===== src/rtl/addn_digit_serial.sv =====
// addn_digit_serial: digit-serial adder/subtractor.
// Operands are accepted in IDLE, then DIGIT bits are added per clock (least
// significant digit first) through a DIGIT-bit ripple slice. The result is
// held in DONE until the consumer takes it.
//
// Handshake semantics (both ports): a transfer happens on a rising edge where
// valid and ready are both high. in_ready is high only in IDLE and out_valid
// only in DONE. Both are decoded from the state register alone, so neither
// has a combinational path from any input. A result cannot be consumed and a
// new operation accepted on the same edge.
module addn_digit_serial #(
    parameter int WIDTH = 16,
    parameter int DIGIT = 4
) (
    input  logic             clk,
    input  logic             rst_n,
    input  logic             in_valid,
    output logic             in_ready,
    input  logic [WIDTH-1:0] A,
    input  logic [WIDTH-1:0] B,
    input  logic             cin,
    input  logic             sub,
    output logic             out_valid,
    input  logic             out_ready,
    output logic [WIDTH-1:0] S,
    output logic             C,
    output logic             V,
    output logic [1:0]       dbg_state
);

    // Number of digit cycles per operation.
    localparam int N    = WIDTH / DIGIT;
    localparam int CNTW = (N > 1) ? $clog2(N) : 1;
    localparam logic [CNTW-1:0] LAST = CNTW'(N - 1);

    // Reject parameter sets that do not split WIDTH into whole digits.
    if (WIDTH < 1 || DIGIT < 1 || DIGIT > WIDTH || (WIDTH % DIGIT) != 0) begin : g_bad_params
        $error("addn_digit_serial: need 1 <= DIGIT <= WIDTH and WIDTH %% DIGIT == 0");
    end

    typedef enum logic [1:0] {
        IDLE = 2'd0,
        RUN  = 2'd1,
        DONE = 2'd2
    } state_t;

    state_t            state;
    logic [WIDTH-1:0]  a_r;
    logic [WIDTH-1:0]  b_r;      // B, already inverted for subtraction
    logic [WIDTH-1:0]  s_r;
    logic              carry;    // running carry between digits
    logic              c_r;
    logic              v_r;
    logic [CNTW-1:0]   cnt;

    logic [DIGIT-1:0]  a_dig;
    logic [DIGIT-1:0]  b_dig;
    logic [DIGIT-1:0]  d_sum;
    logic              d_cout;   // carry out of the slice's top bit
    logic              d_cmsb;   // carry into the slice's top bit

    // Select the current digit of both captured operands.
    always_comb begin
        a_dig = a_r[int'(cnt) * DIGIT +: DIGIT];
        b_dig = b_r[int'(cnt) * DIGIT +: DIGIT];
    end

    // DIGIT-bit ripple slice; also exposes the carry into its top bit, which
    // on the last digit is the carry into bit WIDTH-1 needed for overflow.
    always_comb begin
        logic c;
        c      = carry;
        d_cmsb = carry;
        d_sum  = '0;
        for (int i = 0; i < DIGIT; i++) begin
            if (i == DIGIT - 1) begin
                d_cmsb = c;
            end
            d_sum[i] = a_dig[i] ^ b_dig[i] ^ c;
            c        = (a_dig[i] & b_dig[i]) | (c & (a_dig[i] ^ b_dig[i]));
        end
        d_cout = c;
    end

    // Control FSM and datapath registers. Subtraction is folded in at
    // capture time: B is inverted and the carry-in becomes ~cin, so RUN only
    // ever adds.
    always_ff @(posedge clk) begin
        if (!rst_n) begin
            state <= IDLE;
            a_r   <= '0;
            b_r   <= '0;
            s_r   <= '0;
            carry <= 1'b0;
            c_r   <= 1'b0;
            v_r   <= 1'b0;
            cnt   <= '0;
        end else begin
            case (state)
                IDLE: begin
                    if (in_valid) begin
                        a_r   <= A;
                        b_r   <= sub ? ~B : B;
                        carry <= cin ^ sub;
                        cnt   <= '0;
                        state <= RUN;
                    end
                end
                RUN: begin
                    s_r[int'(cnt) * DIGIT +: DIGIT] <= d_sum;
                    carry <= d_cout;
                    if (cnt == LAST) begin
                        c_r   <= d_cout;
                        v_r   <= d_cmsb ^ d_cout;
                        cnt   <= '0;
                        state <= DONE;
                    end else begin
                        cnt <= cnt + 1'b1;
                    end
                end
                DONE: begin
                    if (out_ready) begin
                        state <= IDLE;
                    end
                end
                default: state <= IDLE;
            endcase
        end
    end

    assign in_ready  = (state == IDLE);
    assign out_valid = (state == DONE);
    assign S         = s_r;
    assign C         = c_r;
    assign V         = v_r;
    assign dbg_state = state;

endmodule


===== config.mk =====
export PLATFORM = sky130hd
export DESIGN_NAME = addn_digit_serial
export DESIGN_NICKNAME = d
export VERILOG_FILES = /design/src/rtl/addn_digit_serial.sv
export SDC_FILE = /design/constraint.sdc
export NUM_CORES = 1
export LEC_CHECK = 0
export CAP_MARGIN = 20
export CORE_AREA = 10 10 89 91
export CTS_CLUSTER_SIZE = 25
export DETAILED_ROUTE_END_ITERATION = 10
export DIE_AREA = 0 0 99 101
export PLACE_DENSITY = 0.83
export SLEW_MARGIN = 20
export SYNTH_ARGS = -nofsm -noshare
export SYNTH_HDL_FRONTEND = slang
export SYNTH_SLANG_ARGS = --single-unit

===== constraint.sdc =====
create_clock -name clk -period 2.9 [get_ports clk]
set_clock_uncertainty 0.2 [all_clocks]
set_input_delay 0.29 -clock clk [delete_from_list [all_inputs] [get_ports clk]]
set_output_delay 0.29 -clock clk [all_outputs]
set_load 0.05 [all_outputs]

After elaboration in Yosys (flattened, before gate mapping)
Index checks and enable logic that the tools add are counted.
{ "classes": {"addsub": 2, "multipliers": 0, "div": 0, "n_lt_le_gt_ge": 0, "n_eq_ne": 6, "n_shift": 4, "muxes": 11, "n_bitwise": 23, "n_reduce_logical": 6} }
{ "op_table": {"columns": ["op", "count"], "rows": [
  ["$neg A4 Y33", 1],
  ["$shift A4 B33 Y16 const A", 1],
  ["$shiftx A4 B33 Y16", 1],
  ["$shiftx A16 B5 Y4", 2],
  ["$bwmux W16", 1],
  ["$mux W16", 1],
  ["$not A16 Y16", 1],
  ["$mux W2", 5],
  ["$xor A1 B1 Y1", 10],
  ["$and A1 B1 Y1", 8],
  ["$pmux W2 S3", 1],
  ["$reduce_and A2 Y1", 3],
  ["$eq A2 B2 Y1 const B", 2],
  ["$ne A2 B2 Y1 const B", 2],
  ["$or A1 B1 Y1", 4],
  ["$pmux W2 S2", 1],
  ["$reduce_and A3 Y1", 1],
  ["$add A2 B1 Y2 const B", 1],
  ["$eq A2 B1 Y1 const B", 1],
  ["$logic_not A2 Y1", 1],
  ["$ne A2 B1 Y1 const B", 1],
  ["$pmux W1 S2", 1],
  ["$reduce_bool A2 Y1", 1],
  ["$mux W1", 1]
]} }
{ "totals": {"ff_bits": 55, "latchBits": 0, "mem_bits_rw": 0, "rom_bits": 0, "out_inout_bits": 22, "word_cells": 60, "mem_count": 0} }

Depth between registers and ports, before layout
Gate-level depths: netlist of the first run.
{ "logic_depth": {"word_depth": 11, "ltp_mapped": 11, "mapped_depth_nobuf": 10} }

Worst setup path after synthesis of the first run
Ideal clock, no wire load.
{ "synth_timing": {"path_kind": "flip-flop to flip-flop", "from": "register cnt[1]", "to": "register carry", "setup_ps": 125, "t_arrival_ps": 2725, "t_required_ps": 2575, "path_slack_ps": -150, "stages_incl_launch_ff": 11, "n_path_buf": 1, "period_less_slack_ps": 3050, "path_cell_list": "dfxtp_1 buf_2 mux4_2 inv_1 fa_1 fa_1 inv_1 fa_1 fa_1 a222oi_1 nor2b_1"} }
{ "synth_via": {"elab_chain_len": 11, "elab_cells_between_ends": 19} }
{ "synth_lines": {"columns": ["item", "line", "text"], "rows": [
  ["start: declaration", "54", "logic [CNTW-1:0] cnt;"],
  ["start signal: assignment", "118", "cnt <= cnt + 1'b1;"],
  ["$shiftx A16 B5 Y4, on equally long branches", "64, 65", null],
  ["$xor A1 B1 Y1", "80", "c = (a_dig[i] & b_dig[i]) | (c & (a_dig[i] ^ b_dig[i]));"],
  ["$and A1 B1 Y1", "80", null],
  ["$or A1 B1 Y1", "80", null],
  ["$and A1 B1 Y1", "80", null],
  ["$or A1 B1 Y1", "80", null],
  ["$and A1 B1 Y1", "80", null],
  ["$or A1 B1 Y1", "80", null],
  ["$and A1 B1 Y1", "80", null],
  ["$or A1 B1 Y1 (*)", "80", null],
  ["named net d_cout", "59", "logic d_cout;"],
  ["$pmux W1 S2 (*)", "99", "case (state)"],
  ["end signal: assignment", "104", "carry <= cin ^ sub;"],
  ["end signal: assignment", "111", "carry <= d_cout;"],
  ["end: declaration", "51", "logic carry;"]
]} }
The timed path passes the listed nets; every way through them passes the cells marked *.
A chain may end at the register's enable or synchronous reset.

Worst setup path after layout of the first run
{ "layout_timing": {"from": "register cnt[0]", "to": "register carry"} }
The elaborated chain is that of the path after synthesis.

==> results of run 1 <==
==> registers in the layout, indices dropped and copies added, names as in the netlist <==
signal,flops
S,16
carry,1
C,1
cnt,2
V,1
b_r,16
dbg_state,2
a_r,16
==> worst max-delay path, delay by kind of cell (launching register included) <==
family	cells	cell delay, ns
muxes	1	0.50
buffers and inverters	2	0.12
DFF	1	0.37
adders and majority gates	4	1.13
AOI/OAI and AO/OA	1	0.33
and+or+nand+nor	1	0.08
==> cell type report <==
class                   instances  area, sq um  area share (%)
well taps                      77         96.3            2.72
clock buffers                   5         68.8            1.94
flip-flops and latches         55         1110            31.2
inverters                       9         33.8           0.954
clock inverters                 3         46.3            1.31
multi-input cells             192         1520            42.8
repair buffers                 70          673            19.0
==> report_power, final <==
part	total (uW)	internal, uW	switching [uW]
logic	334	172	162
registers	826	797	29.3
clock network	530	260	270
total	1690	1230	461
==> routing by layer <==
metal	global-route usage (%)	up-vias	share of wire [%]
met2	21.2	59	49
met3	4.60	10	6.8
met5	0	-	0
li1	-	1073	-
met4	4.52	0	1.5
met1	14.7	1053	43
==> what timing repair did <==
item,CTS,global route
pin swaps,1,3
resized for setup,2,6
hold endpoints to repair,0,0
setup endpoints to repair,1,6
hold buffers,0,0
buffers inserted,0,3
==> stage by stage <==
step | hold slack (ns) | std cells | setup slack, ns
global route | 0.287 | 411 | -0.0465
floorplan | 0.225 | 275 | -0.0171
detailed placement | 0.248 | 400 | -0.00878
finish | 0.259 | 411 | 0.0593
CTS | 0.265 | 408 | 0.0328
global placement | 0.242 | 400 | 0.101
==> cell usage in the layout, fill, tap and decap left out, drive strengths merged, types with 2 or more instances in the layout <==
cell type,count
a21boi,25
a22oi,3
a32o,4
a32oi,2
and2,4
and4b,2
buf,11
clkbuf,5
clkdlybuf4s50,59
dfxtp,55
fa,4
ha,6
inv,10
mux4,8
nand2,59
nand3b,3
nand4,4
nand4b,4
nor2,2
nor2b,12
nor3,2
nor3b,3
o211a,17
xnor2,17
==> path summary, 6_finish.rpt <==
check                                         start                  to
worst min-delay path              S[6]$_SDFFE_PN0P_   S[6]$_SDFFE_PN0P_
worst max register to register  cnt[0]$_SDFFE_PN0P_  carry$_SDFFE_PN0P_
worst max-delay path            cnt[0]$_SDFFE_PN0P_  carry$_SDFFE_PN0P_
worst min register to register    S[6]$_SDFFE_PN0P_   S[6]$_SDFFE_PN0P_
==> cells by family (layout without fill, tap and decap cells) <==
kind of cell             Yosys count  in the layout
AO/OA/AOI/OAI                     55             55
flip-flops                        55             55
buffers and inverters             28             87
adder cells (fa/ha/maj)           10             10
XOR/XNOR                          18             18
multiplexers                       9              9
AND/OR/NAND/NOR                  100            100
==> impl_metrics.tcl, run 1 <==
set metrics [dict create \
    status "finished clean" \
    finalSetupTns_ns 0 \
    place_area_sq_um 3390 \
    r2r_setup_slack_ns 0.06 \
    syn-num-nets 323 \
    startpoint_type "register" \
    yosys.cell_types.count 38 \
    fin_nets 381 \
    diodes 0 \
    yosysSeqAreaShare_pct 39.9 \
    die_w_microns 99 \
    finalWirelength_microns 6400 \
    yosysTopAreaCell "dfxtp_1" \
    critPathRequiredTime_ns 2.91 \
    finalCriticalPeriod_ns 2.84 \
    worstPathCellList "mux4_2 -> inv_2 -> fa_1 -> fa_2 -> inv_2 -> fa_2 -> fa_2 -> a222oi_1 -> nor2b_1" \
    htreeDepth 2 \
    end_kind "register" \
    grt_pass1_vias 2206 \
    final_core_util_pct 57.1 \
    fillCellCount 539 \
    grt_setup_unrepaired "yes" \
    cp_common_cell "fa_2" \
    grt_max_degree 60 \
    path_max_fanout 3 \
    place_congestion 0.782 \
    avgSynthCellArea_sq_um 10.0 \
    cts_buffers 5 \
    drt_iter0_markers 158 \
    overflow 0 \
    clock_path_buffers 2 \
    vias 2195 \
    area_delta_synth_final_pct 28.2 \
    yosysMostFrequentCell "nand2_1" \
    ys_top_cells_by_count "59 x nand2_1, 55 x dfxtp_1, 18 x a21boi_1" \
    clk_pin_slew_ns 0.11 \
    floorplan.initialDensity_pct 44.5 \
    cts_root_buf "clkbuf_8" \
    synth.ff_latch_count 55 \
    coreArea_sq_um 6200 \
    ys.flop_type "dfxtp_1" \
    synth-edff-count 0 \
    syn_area_sq_um 2760 \
    hold_viol 0 \
    rr_worst_depth 9 \
    max-cap-violations 0 \
    track_usage_pct 12.7 \
    min_path_type "register to register" \
    clock_latency_ns 0.32 \
    die_area_sq_um 10000 \
    critPathArrivalTime_ns 2.85 \
    grt_antenna_before_repair 0 \
    finalSetupViolations 0 \
    slowest_delay_ns 0.50 \
    relSlewSlack_pct 58.9 \
    synth_warnings 0 \
    synthMuxAreaShare_pct 6.89 \
    synth_area_leaders "dfxtp_1 40%, nand2_1 8.0%, mux4_2 6.5%" \
    stdcell_area_sq_um 3540 \
    ios 60 \
    crit_slowest_cell "mux4_2" \
    power_uw 1690 \
    drive_gt1_share_pct 12.3 \
    grt_pass1_wl_microns 10600 \
    dp_hpwl_microns 4760 \
    async_flop_share_pct 0 \
    post-route-period-util_pct 98.0 \
    tightest_slew_ns 0.617 \
    io_buffer_count 59 \
    synth_top_family_by_area "simple AND/OR/NAND/NOR gates" \
    die_h_microns 101 \
    holdPathStages 2 \
    first_pass_iters 4 \
    synthAdderAreaFrac_pct 5.62 \
    synth_compound_area_share_pct 16.9 \
    wl_per_cell_microns 15.6 \
    drv_slew 0 \
    fmax_ghz 0.352 \
    path_class "register to register" \
    clock-sinks 55 \
    synthXorXnorAreaFrac_pct 5.71 \
    num_rows 29 \
    route.detailed.drc 0 \
    p_leak_uw 0.00141 \
    cts_tree "done" \
    antenna_left 0 \
    netlist_instances 275 \
    synth.top_cell.area_share_pct 39.9 \
    synthSimpleGateAreaFrac_pct 19.2 \
    vias_per_cell 5.34 \
    vdd_drop_max_v 0.000285 \
    power_density_nw_per_um2 477 \
]
Note: power is estimated with default switching activity, not from simulation.
==> run 2: changes to the inputs <==
Settings changed: CORE_AREA 10 10 89 91 to 2 2 81 83, DIE_AREA 0 0 99 101 to 0 0 83 85.
==> run 2 against run 1 <==
  * Global-route usage is 3.1 points higher
  * Sequential power hardly changed
  * Clock power is 13% lower
  * Largest power group unchanged
  * First-iteration DRC count is 26% lower
  * Via count is 2.3% lower
  * Die area is 29% lower
  * Sequential share of layout area is 0.23 points higher
  * Critical endpoint unchanged
  * Power is 4.5% lower
  * Sequential cell count stayed put
  * Largest cell class unchanged
  * Fmax is 0.93% lower
==> impl_metrics.tcl, run 2 (same netlist as run 1, synthesis figures left out) <==
set metrics [dict create \
    area_delta_synth_final_pct 27.3 \
    place_area_sq_um 3390 \
    cp-startpoint "cnt[0]$_SDFFE_PN0P_" \
    fin_hold_ws_ns 0.256 \
    min_path_type "register to register" \
    critPathArrivalTime_ns 2.86 \
    status "finished clean" \
    vdd_drop_max_v 0.000318 \
    tightest_slew_ns 0.572 \
    swShare_pct 26.6 \
    path_buf_inv 2 \
    finalCriticalPeriod_ns 2.87 \
    ios 60 \
    vias_per_cell 5.23 \
    hold_viol 0 \
    grt_setup_unrepaired "yes" \
    wl_per_cell_microns 13.6 \
    stdcell_area_sq_um 3510 \
    cts_tree "done" \
    route.detailed.drc 0 \
    clock_path_buffers 2 \
    cts-hold-fix-buffers 0 \
    r2r-start "cnt[0]$_SDFFE_PN0P_" \
    overflow 0 \
    critPathRequiredTime_ns 2.89 \
    drv_slew 0 \
    layout_common_cells "59 x nand2_1, 59 x clkdlybuf4s50_1, 53 x dfxtp_1" \
    clock_latency_ns 0.31 \
    pre_cts_ws_ns -0.0354 \
    post-route-period-util_pct 98.9 \
    max-cap-violations 0 \
    clock-sinks 55 \
    dp_hpwl_microns 4210 \
    antenna_left 0 \
    pwr-share-comb_pct 20.4 \
    first_pass_iters 4 \
    p_seq_share_pct 51.1 \
    diodes 0 \
    fmax_ghz 0.349 \
    worstPathCellList "mux4_2 -> inv_2 -> fa_2 -> fa_1 -> inv_1 -> fa_2 -> fa_2 -> a222oi_1 -> nor2b_1" \
    place_congestion 0.758 \
    power_density_nw_per_um2 459 \
    finalWirelength_microns 5560 \
    io_buffer_count 59 \
    end_kind "register" \
    cp_common_cell "fa_2" \
    grt_pass1_vias 2044 \
    clockPowerShare_pct 28.5 \
    relSlewSlack_pct 61.9 \
    grt_pass1_wl_microns 9200 \
    fin_nets 380 \
    power_uw 1610 \
    die_h_microns 85 \
    die_area_sq_um 7060 \
    layoutNonFillerInstCount 410 \
    critPathTopFamily "adder cells" \
    drive_gt1_share_pct 11.4 \
    hp-start "S[4]$_SDFFE_PN0P_" \
    grt_antenna_before_repair 0 \
    coreArea_sq_um 6200 \
    finalWorstSetupSlack_ns 0.0325 \
    track_usage_pct 15.8 \
    floorplan.initialDensity_pct 44.5 \
    vias 2144 \
    die_w_microns 83 \
    path_max_fanout 5 \
    finalSetupViolations 0 \
    p_sw_uw 430 \
    cts_buffers 5 \
    path_class "register to register" \
    startpoint_type "register" \
    slowest_delay_ns 0.51 \
    p_leak_uw 0.00140 \
    htreeDepth 2 \
    clk_pin_slew_ns 0.10 \
    fillCellCount 538 \
    crit_slowest_cell "mux4_2" \
    drt_iter0_markers 117 \
    grt_max_degree 60 \
    place_inst 400 \
    cts_root_buf "clkbuf_8" \
    p_int_uw 1180 \
    num_rows 29 \
]
==> run 2: worst paths after layout <==
kind	cells after the start	endpoint	slack, ns
setup / recovery	9	carry$_SDFFE_PN0P_	0.03
hold / removal	2	S[4]$_SDFFE_PN0P_	0.26
setup reg to reg	9	carry$_SDFFE_PN0P_	0.03
hold reg to reg	2	S[4]$_SDFFE_PN0P_	0.26
==> run 2: metrics by stage <==
stage	TNS, ns	util [%]
2_1_floorplan	-0.0171	-
3_3_place_gp	0	54.6
3_5_place_dp	-0.0538	54.6
4_1_cts	0	56.3
5_1_grt	-0.0501	56.6
6_report	0	56.6
==> run 2: power groups by stage <==
stage	logic, uW	clock network (uW)	registers, uW
finish	329	460	825
global route	356	494	830
CTS	326	470	826
detailed placement	324	0	843
global placement	315	0	843
floorplan	209	0	849
==> run 2: layer usage <==
layer / vias up / GRT usage (%) / wire length [microns]
li1: 1069 / - / -
met1: 1017 / 18.8 / 2450
met2: 53 / 29.3 / 2840
met3: 5 / 3.50 / 225
met4: 0 / 3.58 / 39
met5: - / 0 / 0
==> run 2: area by class of cell <==
class | count | area [sq um] | area share [%]
sequential | 55 | 1110 | 31.5
clock buffer | 7 | 96.3 | 2.74
inverter | 9 | 33.8 | 0.961
timing repair buffer | 69 | 666 | 18.9
clock inverter | 1 | 7.51 | 0.214
multi-input combinational | 192 | 1510 | 42.9
tap | 77 | 96.3 | 2.74
==> run 2: what timing repair did <==
| action | CTS | global route |
|---|---|---|
| setup endpoints to repair | 3 | 6 |
| buffers inserted | 0 | 2 |
| pin swaps | 1 | 4 |
| resized for setup | 2 | 4 |
==> run 2: worst min-delay path: cells and delay by family (launching register included) <==
kind,cells,cell delay (ns)
DFF,1,0.32
and+or+nand+nor,1,0.05
AOI/OAI and AO/OA,1,0.05
